File: config.mk
export PLATFORM = sky130hd
export DESIGN_NAME = maestro_hci_mode_ctrl_flat
export DESIGN_NICKNAME = d
export VERILOG_FILES = /design/src/rtl/maestro_hci_mode_ctrl_pkg.sv /design/src/rtl/maestro_hci_mode_ctrl_if.sv /design/src/rtl/maestro_hci_outstanding_cnt.sv /design/src/rtl/maestro_hci_mode_ctrl.sv /design/src/flat_wrapper.sv
export SDC_FILE = /design/constraint.sdc
export NUM_CORES = 1
export LEC_CHECK = 0
export ABC_AREA = 0
export BUFFER_PORTS_ARGS = -buffer_cell sky130_fd_sc_hd__buf_2
export CORE_ASPECT_RATIO = 0.6
export CORE_MARGIN = 1.5
export CORE_UTILIZATION = 24
export CTS_BUF_LIST = sky130_fd_sc_hd__clkbuf_8 sky130_fd_sc_hd__clkbuf_16
export CTS_CLUSTER_SIZE = 24
export DETAILED_ROUTE_END_ITERATION = 12
export SYNTH_ARGS = -nofsm -noshare
export SYNTH_HDL_FRONTEND = slang
export SYNTH_HIERARCHICAL = 1
export SYNTH_SLANG_ARGS = --single-unit
File: constraint.sdc
create_clock -name clk_i -period 2.65 [get_ports clk_i]
set_input_delay 0.3975 -clock clk_i [delete_from_list [all_inputs] [get_ports clk_i]]
set_output_delay 0.3975 -clock clk_i [all_outputs]
set_load 0.01 [all_outputs]
File: src/rtl/maestro_hci_mode_ctrl_pkg.sv
// Shared types for the maestro HCI wide/narrow mode sequencer.
// Holds the FSM state encoding and the sel_o polarity constants.
package maestro_hci_mode_ctrl_pkg;

    typedef enum logic [1:0] {
        MC_RUN,
        MC_DRAIN,
        MC_SWITCH,
        MC_SETTLE
    } mode_ctrl_state_e;

    localparam logic MODE_NARROW = 1'b0;
    localparam logic MODE_WIDE   = 1'b1;

endpackage

File: src/rtl/maestro_hci_mode_ctrl_if.sv
// Mode-change request handshake: the requester holds valid/sel until ready pulses.
// Ready is a single-cycle acknowledge and may arrive in the same cycle as valid.
interface maestro_hci_mode_ctrl_if;

    logic mode_valid;
    logic mode_sel;
    logic mode_ready;

    modport master (
        output mode_valid,
        output mode_sel,
        input  mode_ready
    );

    modport slave (
        input  mode_valid,
        input  mode_sel,
        output mode_ready
    );

endinterface

File: src/rtl/maestro_hci_outstanding_cnt.sv
// Granted-but-not-returned transaction counter; saturates at MAX_OUTSTANDING and at 0.
// Any overflow or underflow raises a sticky error, cleared only by reset or clear_i.
module maestro_hci_outstanding_cnt #(
    parameter int unsigned MAX_OUTSTANDING = 4,
    parameter int unsigned CW              = $clog2(MAX_OUTSTANDING + 1)
) (
    input  logic          clk_i,
    input  logic          rst_ni,
    input  logic          clear_i,
    input  logic          inc_i,
    input  logic          dec_i,
    output logic [CW-1:0] cnt_o,
    output logic          err_o
);

    logic [CW-1:0] cnt_q;
    logic          err_q;

    always_ff @(posedge clk_i) begin
        if (!rst_ni) begin
            cnt_q <= '0;
            err_q <= 1'b0;
        end else if (clear_i) begin
            cnt_q <= '0;
            err_q <= 1'b0;
        end else if (inc_i && !dec_i) begin
            if (cnt_q == CW'(MAX_OUTSTANDING)) begin
                err_q <= 1'b1;
            end else begin
                cnt_q <= cnt_q + 1'b1;
            end
        end else if (dec_i && !inc_i) begin
            // an r_valid with nothing in flight means the tracking is out of sync
            if (cnt_q == '0) begin
                err_q <= 1'b1;
            end else begin
                cnt_q <= cnt_q - 1'b1;
            end
        end
    end

    assign cnt_o = cnt_q;
    assign err_o = err_q;

endmodule

File: src/rtl/maestro_hci_mode_ctrl.sv
// Sequences the interconnect wide/narrow sel: gate new requests, drain in-flight, flip, settle, reopen.
// No-op change acks in 0 cycles; a real change takes drain time + 1 + SETTLE_CYCLES.
module maestro_hci_mode_ctrl
    import maestro_hci_mode_ctrl_pkg::*;
#(
    parameter int unsigned MAX_OUTSTANDING = 4,
    parameter int unsigned SETTLE_CYCLES   = 1,
    parameter logic        RESET_SEL       = MODE_WIDE,
    parameter int unsigned CW              = $clog2(MAX_OUTSTANDING + 1)
) (
    input  logic                          clk_i,
    input  logic                          rst_ni,
    input  logic                          clear_i,
    maestro_hci_mode_ctrl_if.slave        mode,
    output logic                          sel_o,
    input  logic                          in_req_i,
    output logic                          in_gnt_o,
    output logic                          out_req_o,
    input  logic                          out_gnt_i,
    input  logic                          out_rvalid_i,
    output logic                          busy_o,
    output logic [CW-1:0]                 outstanding_o,
    output logic                          err_o
);

    localparam int unsigned SW = (SETTLE_CYCLES > 1) ? $clog2(SETTLE_CYCLES) : 1;

    mode_ctrl_state_e state_q;
    logic             sel_q;
    logic [SW-1:0]    settle_q;
    logic             pend;
    logic             open;
    logic             settle_done;

    assign pend        = mode.mode_valid & (mode.mode_sel != sel_q);
    assign open        = (state_q == MC_RUN) & ~pend;
    assign settle_done = (state_q == MC_SETTLE) & (settle_q == '0);

    assign out_req_o = in_req_i & open;
    assign in_gnt_o  = out_gnt_i & out_req_o;
    assign busy_o    = (state_q != MC_RUN) | pend;
    assign sel_o     = sel_q;

    // a soft clear aborts the settle, so the exit acknowledge is suppressed with it
    assign mode.mode_ready = ((state_q == MC_RUN) & mode.mode_valid & ~pend)
                           | (settle_done & ~clear_i);

    always_ff @(posedge clk_i) begin
        if (!rst_ni) begin
            state_q  <= MC_RUN;
            sel_q    <= RESET_SEL;
            settle_q <= '0;
        end else if (clear_i) begin
            state_q  <= MC_RUN;
            settle_q <= '0;
        end else begin
            case (state_q)
                MC_RUN: begin
                    if (pend) begin
                        state_q <= MC_DRAIN;
                    end
                end
                MC_DRAIN: begin
                    if ((outstanding_o == '0) && !out_rvalid_i) begin
                        state_q <= MC_SWITCH;
                    end
                end
                MC_SWITCH: begin
                    sel_q    <= mode.mode_sel;
                    settle_q <= SW'(SETTLE_CYCLES - 1);
                    state_q  <= MC_SETTLE;
                end
                MC_SETTLE: begin
                    if (settle_q == '0) begin
                        state_q <= MC_RUN;
                    end else begin
                        settle_q <= settle_q - 1'b1;
                    end
                end
                default: begin
                    state_q <= MC_RUN;
                end
            endcase
        end
    end

    maestro_hci_outstanding_cnt #(
        .MAX_OUTSTANDING (MAX_OUTSTANDING),
        .CW              (CW)
    ) u_outstanding_cnt (
        .clk_i   (clk_i),
        .rst_ni  (rst_ni),
        .clear_i (clear_i),
        .inc_i   (in_gnt_o),
        .dec_i   (out_rvalid_i),
        .cnt_o   (outstanding_o),
        .err_o   (err_o)
    );

endmodule

File: src/flat_wrapper.sv
// flat-port wrapper written by rule: the top's interface ports become plain ports
module maestro_hci_mode_ctrl_flat import maestro_hci_mode_ctrl_pkg::*;
#(
    parameter int unsigned MAX_OUTSTANDING = 4,
    parameter int unsigned SETTLE_CYCLES   = 1,
    parameter logic        RESET_SEL       = MODE_WIDE,
    parameter int unsigned CW              = $clog2(MAX_OUTSTANDING + 1)
)
  (clk_i, rst_ni, clear_i, sel_o, in_req_i, in_gnt_o, out_req_o, out_gnt_i, out_rvalid_i, busy_o, outstanding_o, err_o, mode_mode_valid, mode_mode_sel, mode_mode_ready);
  maestro_hci_mode_ctrl_if mode_i ();
  input  logic clk_i;
  input  logic rst_ni;
  input  logic clear_i;
  output logic sel_o;
  input  logic in_req_i;
  output logic in_gnt_o;
  output logic out_req_o;
  input  logic out_gnt_i;
  input  logic out_rvalid_i;
  output logic busy_o;
  output logic [CW-1:0] outstanding_o;
  output logic err_o;
  input wire logic [$bits(mode_i.mode_valid)-1:0] mode_mode_valid;
  input wire logic [$bits(mode_i.mode_sel)-1:0] mode_mode_sel;
  output wire logic [$bits(mode_i.mode_ready)-1:0] mode_mode_ready;
  assign mode_i.mode_valid = mode_mode_valid;
  assign mode_i.mode_sel = mode_mode_sel;
  assign mode_mode_ready = mode_i.mode_ready;
  maestro_hci_mode_ctrl #(.MAX_OUTSTANDING(MAX_OUTSTANDING), .SETTLE_CYCLES(SETTLE_CYCLES), .RESET_SEL(RESET_SEL), .CW(CW)) u_core (.clk_i(clk_i), .rst_ni(rst_ni), .clear_i(clear_i), .mode(mode_i), .sel_o(sel_o), .in_req_i(in_req_i), .in_gnt_o(in_gnt_o), .out_req_o(out_req_o), .out_gnt_i(out_gnt_i), .out_rvalid_i(out_rvalid_i), .busy_o(busy_o), .outstanding_o(outstanding_o), .err_o(err_o));
endmodule
# Yosys cells after proc, flatten, opt, wreduce, memory -nomap -nowiden
# Cells that the tools add are included.
[classes]
muxes = 14
shift = 0
addsub = 3
mul = 0
reduce_logical = 16
bitwise = 14
order_cmp = 0
n_div = 0
eq_ne = 11
[op_table]
columns = ["cell", "count"]
rows = [
  ["two-way mux 3 bit", 4],
  ["AND reduction 3 bit", 3],
  ["bitwise AND 1 bit", 8],
  ["case mux 2 bit (4 select lines)", 1],
  ["nonzero test 2 bit", 4],
  ["two-way mux 2 bit", 3],
  ["inequality test 2 x 1 -> 1 bit (second input constant)", 3],
  ["inequality test 2 bit (second input constant)", 3],
  ["two-way mux 1 bit", 5],
  ["equality test 2 bit (second input constant)", 2],
  ["NOT 1 bit", 4],
  ["adder 3 x 1 -> 3 bit (second input constant)", 1],
  ["equality test 3 bit (second input constant)", 1],
  ["logical AND 1 bit", 3],
  ["zero test 3 bit", 1],
  ["subtractor 3 x 1 -> 3 bit (second input constant)", 1],
  ["equality test 2 x 1 -> 1 bit (second input constant)", 1],
  ["zero test 1 bit", 2],
  ["zero test 2 bit", 1],
  ["OR 1 bit", 2],
  ["case mux 1 bit (2 select lines)", 1],
  ["AND reduction 2 bit", 1],
  ["OR reduction 2 bit", 1],
  ["inequality test 1 bit", 1],
  ["subtractor 1 bit (second input constant)", 1],
]
[totals]
rom_bits = 0
mem_count = 0
regBits = 8
out_inout_bits = 9
latch_bits = 0
ram_bits = 0
input_bits = 8
wordCells = 63

# Longest topological paths before layout
[logic_depth]
depth_word = 10
depth_mapped = 11

# By module
# Netlist, hierarchy kept.
[by_module_without_submodules]
columns = ["mod", "area_each_um2", "cells_per_inst", "seq_area_each_um2", "instances"]
rows = [
  ["maestro_hci_outstanding_cnt", 322.8, 36, 80.1, 1],
  ["maestro_hci_mode_ctrl", 254.0, 28, 60.1, 1],
]

# Worst setup path after synthesis
# OpenSTA, ideal clock, no wires.
[synth_timing]
kind = "register to register"
from = "register u_core.state_q[0]"
to = "register u_core.u_outstanding_cnt.cnt_q[2], in the netlist u_core/u_outstanding_cnt/cnt_o[2]"
path_buffers = 1
arrival_time_ns = 2.304
path_stages_with_launch = 12
slack_ns = 0.225
setup_ns = 0.121
period_less_slack_ns = 2.425
cell_sequence = "dfxtp_1 inv_1 ha_1 o21a_1 and3_1 ha_1 buf_6 xnor2_1 ha_1 nor4b_4 o21ai_1 mux2_4"
[synth_via]
elab_chain_len = 8
[synth_rtl]
columns = ["item", "line_no", "source"]
rows = [
  ["from (decl)", "maestro_hci_mode_ctrl.sv:28", "mode_ctrl_state_e state_q;"],
  ["from (signal assigned)", "maestro_hci_mode_ctrl.sv:50", "state_q <= MC_RUN;"],
  ["from (signal assigned)", "maestro_hci_mode_ctrl.sv:54", "state_q <= MC_RUN;"],
  ["from (signal assigned)", "maestro_hci_mode_ctrl.sv:60", "state_q <= MC_DRAIN;"],
  ["zero test 2 bit *", "maestro_hci_mode_ctrl.sv:36", "assign open = (state_q == MC_RUN) & ~pend;"],
  ["bitwise AND 1 bit *", "maestro_hci_mode_ctrl.sv:36", ""],
  ["bitwise AND 1 bit *", "maestro_hci_mode_ctrl.sv:39", "assign out_req_o = in_req_i & open;"],
  ["bitwise AND 1 bit *", "maestro_hci_mode_ctrl.sv:40", "assign in_gnt_o = out_gnt_i & out_req_o;"],
  ["via in_gnt_o", "flat_wrapper.sv:16", "output logic in_gnt_o;"],
  ["zero test 1 bit", "maestro_hci_outstanding_cnt.sv:32", "end else if (dec_i && !inc_i) begin"],
  ["logical AND 1 bit", "maestro_hci_outstanding_cnt.sv:32", ""],
  ["nonzero test 2 bit (no source line)", "-", ""],
  ["AND reduction 3 bit (no source line)", "-", ""],
  ["to (signal assigned)", "maestro_hci_outstanding_cnt.sv:30", "cnt_q <= cnt_q + 1'b1;"],
  ["to (signal assigned)", "maestro_hci_outstanding_cnt.sv:37", "cnt_q <= cnt_q - 1'b1;"],
  ["to (decl)", "maestro_hci_outstanding_cnt.sv:16", "logic [CW-1:0] cnt_q;"],
]
# The timed path passes the listed nets; every way through them passes the cells marked *.
# A chain may end at the register's enable or synchronous reset.

# Worst setup path after layout
[layout_timing]
from = "register u_core.state_q[1]"
to = "register u_core.u_outstanding_cnt.cnt_q[2], in the netlist u_core/u_outstanding_cnt/cnt_o[2]"
[layout_via]
elab_chain_len = 8
[layout_rtl]
columns = ["item", "line_no"]
rows = [
  ["zero test 2 bit *", "maestro_hci_mode_ctrl.sv:36"],
  ["bitwise AND 1 bit *", "maestro_hci_mode_ctrl.sv:36"],
  ["bitwise AND 1 bit *", "maestro_hci_mode_ctrl.sv:39"],
  ["bitwise AND 1 bit *", "maestro_hci_mode_ctrl.sv:40"],
  ["zero test 1 bit", "maestro_hci_outstanding_cnt.sv:32"],
  ["logical AND 1 bit", "maestro_hci_outstanding_cnt.sv:32"],
  ["nonzero test 2 bit (no source line)", "-"],
  ["AND reduction 3 bit (no source line)", "-"],
]
# Mark *: on every way between the ends. The rest lies on a longest branch, timed or not.

==> out/results.txt <==
starting density of the core -> 26.1%
largest net degree at the start of global routing -> 8
drt total wl -> 1180 µm
die area -> 2720 µm²
Longest Clk Path Bufs -> 2
Top Ports -> 17
GRT Resource Usage Total -> 11.7%
max-slew violations -> 0
DR vias -> 488
RR Startpoint -> u_core/state_q[1]$_SDFFE_PP0P_
HP Class -> in2reg
CTS tree -> done
Worst Path Required -> 2.76 ns
Ys Warns -> 6
share of layout cells above drive strength 1 -> 31.0%
Pre-antenna DRT Iters -> 2
multi-input logic area -> 392 µm²
Die X -> 66.3 µm
Syn-to-layout area delta -> 27.5%
fin crit period -> 2.43 ns
net load switching power -> 81.2 µW
crit path kind -> reg2reg
Worst Hold Path Cells -> 2
Fin Clk Skew -> 0.000166 ns
CP Capture Type -> flop
Port-buffer cells -> 16
CTS Root Cell -> clkbuf_8
initial antenna violation count -> 0
Clock transition at path regs -> 0.04 ns
final worst path period share -> 91.8%
setup slack after layout -> 0.219 ns
highest clock rate -> 0.411 GHz
wire length per cell -> 10.4 µm
Final TNS setup -> 0 ns
antenna cells -> 0
Clk pwr share -> 45.7%
Core Area -> 2210 µm²
first-pass GRT wire length -> 2180 µm
worst endpoint data arrival time -> 2.54 ns
number of library cell types mapped by synthesis -> 29
sequential cell area -> 140 µm²
final hold violation count -> 0
GP Congestion -> 0.884
pre-CTS WS -> 0.180 ns
hpwl dp -> 963 µm
Critical Path Source Type -> flop
H-tree depth -> 1
Layout fillers -> 260
gr ovfl total -> 0
Site Rows -> 13
post-synthesis register bit count -> 7
Final Util -> 33.3%
syn_area_per_cell -> 9.01 µm²
vias in the first global route -> 461
FFs w/ async S/R, synth -> 0%
PwrDens -> 434 nW/µm²
Least-Margin Pin Slew -> 0.318 ns
# Post-CTS Setup Buffers -> 0
Worst IR Drop VDD -> 213 µV
combinational share of power -> 19.1%
nets -> 101
number of CTS-inserted buffers -> 3
Hold EP -> u_core/sel_o$_SDFFE_PN1P_
internal power -> 238 µW
Max FO, Critical Path -> 5
Via density -> 4.28
Sw Share -> 25.4%
HP Start -> rst_ni
dominant synthesized flop cell -> dfxtp_1
Clock Sinks -> 7
# setup viols final -> 0
Resize count post-CTS -> 0
Clock Latency Late Sink -> 0.23 ns
Max-Cap Viols -> 0
R2R setup slack -> 0.22 ns
relative slew slack -> 78.8%
cells after synthesis -> 64
DRC -> 0
Routed Antenna Nets -> 0
CTS Hold Bufs -> 0
RSZ-0062 raised after global routing -> no
Post-synth EDFFs -> 0
post-synthesis sequential area ratio -> 24.3%
syn_nets -> 80
DR iter-0 viols -> 24
outcome -> finished clean
Synth Cell Area -> 577 µm²
R2R cell count -> 10
Reg power frac -> 35.3%
worst flop-to-flop path endpoint -> u_core/u_outstanding_cnt/cnt_o[2]$_SDFFE_PP0P_
die extent in y -> 41.0 µm
Leak -> 0.347 nW
## area by class of cell
class,count,area share [%]
multi-input cells,47,53.2
clock buffers,3,5.61
inverters,9,4.59
flip-flops and latches,7,19.0
clock inverters,1,0.510
repair buffers,17,11.9
well taps,30,5.10
## layer usage
| metal | vias up | global-route usage, % | wire (µm) |
|---|---|---|---|
| met3 | 0 | 5.77 | 84 |
| li1 | 253 | - | - |
| met2 | 13 | 16.8 | 455 |
| met1 | 222 | 15.0 | 644 |
| met4 | 0 | 4.59 | 0 |
| met5 | - | 0 | 0 |
## cell usage in the layout, fill, tap and decap left out, drive strengths merged, types with 2 or more instances in the layout
cell    synthesis  routed
clkbuf          0       3
o21a            2       2
inv             9      10
o21ai           3       3
xnor2           3       3
nand2           4       4
nor2b           3       3
ha              8       8
a21oi           3       3
dfxtp           7       7
buf             1      17
nor2            6       6
## cells by family (layout without fill, tap and decap cells)
| group | Yosys count | in the layout | synth area share [%] |
|---|---|---|---|
| XOR/XNOR | 3 | 3 | 4.56 |
| adder cells (fa/ha/maj) | 8 | 8 | 17.4 |
| AND/OR/NAND/NOR | 21 | 21 | 22.8 |
| flip-flops | 7 | 7 | 24.3 |
| buffers and inverters | 10 | 30 | 7.81 |
| multiplexers | 2 | 2 | 4.34 |
| AO/OA/AOI/OAI | 13 | 13 | 18.9 |
## synth_stat cells, types with 2 or more instances
cell     instances  area share (%)
ha_1             8              17
o21ai_1          2             1.7
dfxtp_1          7              24
inv_1            8             5.2
nor2b_1          2             2.2
xnor2_1          3             4.6
o21a_1           2             2.6
nor2_1           6             3.9
nand2_1          4             2.6
a21oi_1          3             2.6
## sequential cells by signal (all words and copies together) (netlist names)
register,count
u_core/u_outstanding_cnt/cnt_o,3
u_core/state_q,2
u_core/sel_o,1
u_core/u_outstanding_cnt/err_o,1
## metrics by stage
stage	instances	hold slack, ns	area (µm²)	power, mW
2_1_floorplan	64	0.459	577	0.155
4_1_cts	114	0.356	736	0.328
5_1_grt	114	0.381	736	0.347
6_report	114	0.361	736	0.319
3_5_place_dp	110	0.464	691	0.176
3_3_place_gp	110	0.457	691	0.175
## power by group through the flow
stage	combinational, mW	sequential [mW]	clock [mW]
2_1_floorplan	0.0406	0.115	0
3_3_place_gp	0.0604	0.114	0
3_5_place_dp	0.0611	0.114	0
4_1_cts	0.0618	0.113	0.154
5_1_grt	0.0692	0.113	0.165
6_report	0.0608	0.113	0.146
## worst max path at each step
| stage | depth (start not counted) | start | to |
|---|---|---|---|
| 2_1_floorplan | 11 | u_core/state_q[0]$_SDFFE_PP0P_ | u_core/u_outstanding_cnt/cnt_o[2]$_SDFFE_PP0P_ |
| 3_3_place_gp | 10 | mode_mode_sel | u_core/u_outstanding_cnt/cnt_o[2]$_SDFFE_PP0P_ |
| 3_5_place_dp | 10 | mode_mode_sel | u_core/u_outstanding_cnt/cnt_o[2]$_SDFFE_PP0P_ |
| 4_1_cts | 10 | u_core/state_q[0]$_SDFFE_PP0P_ | u_core/u_outstanding_cnt/cnt_o[2]$_SDFFE_PP0P_ |
| 5_1_grt | 10 | u_core/state_q[1]$_SDFFE_PP0P_ | u_core/u_outstanding_cnt/cnt_o[2]$_SDFFE_PP0P_ |
| 6_report | 10 | u_core/state_q[1]$_SDFFE_PP0P_ | u_core/u_outstanding_cnt/cnt_o[2]$_SDFFE_PP0P_ |
## worst max-delay path, cell delays in order (launching register included)
cell and delay (ns):
dfxtp_1 0.39, inv_1 0.09, ha_1 0.20, o21a_1 0.15
and3_1 0.24, ha_1 0.23, xnor2_1 0.13, ha_1 0.23
nor4b_4 0.25, o21ai_1 0.11, mux2_4 0.30
Note: power is estimated with default switching activity, not from simulation.
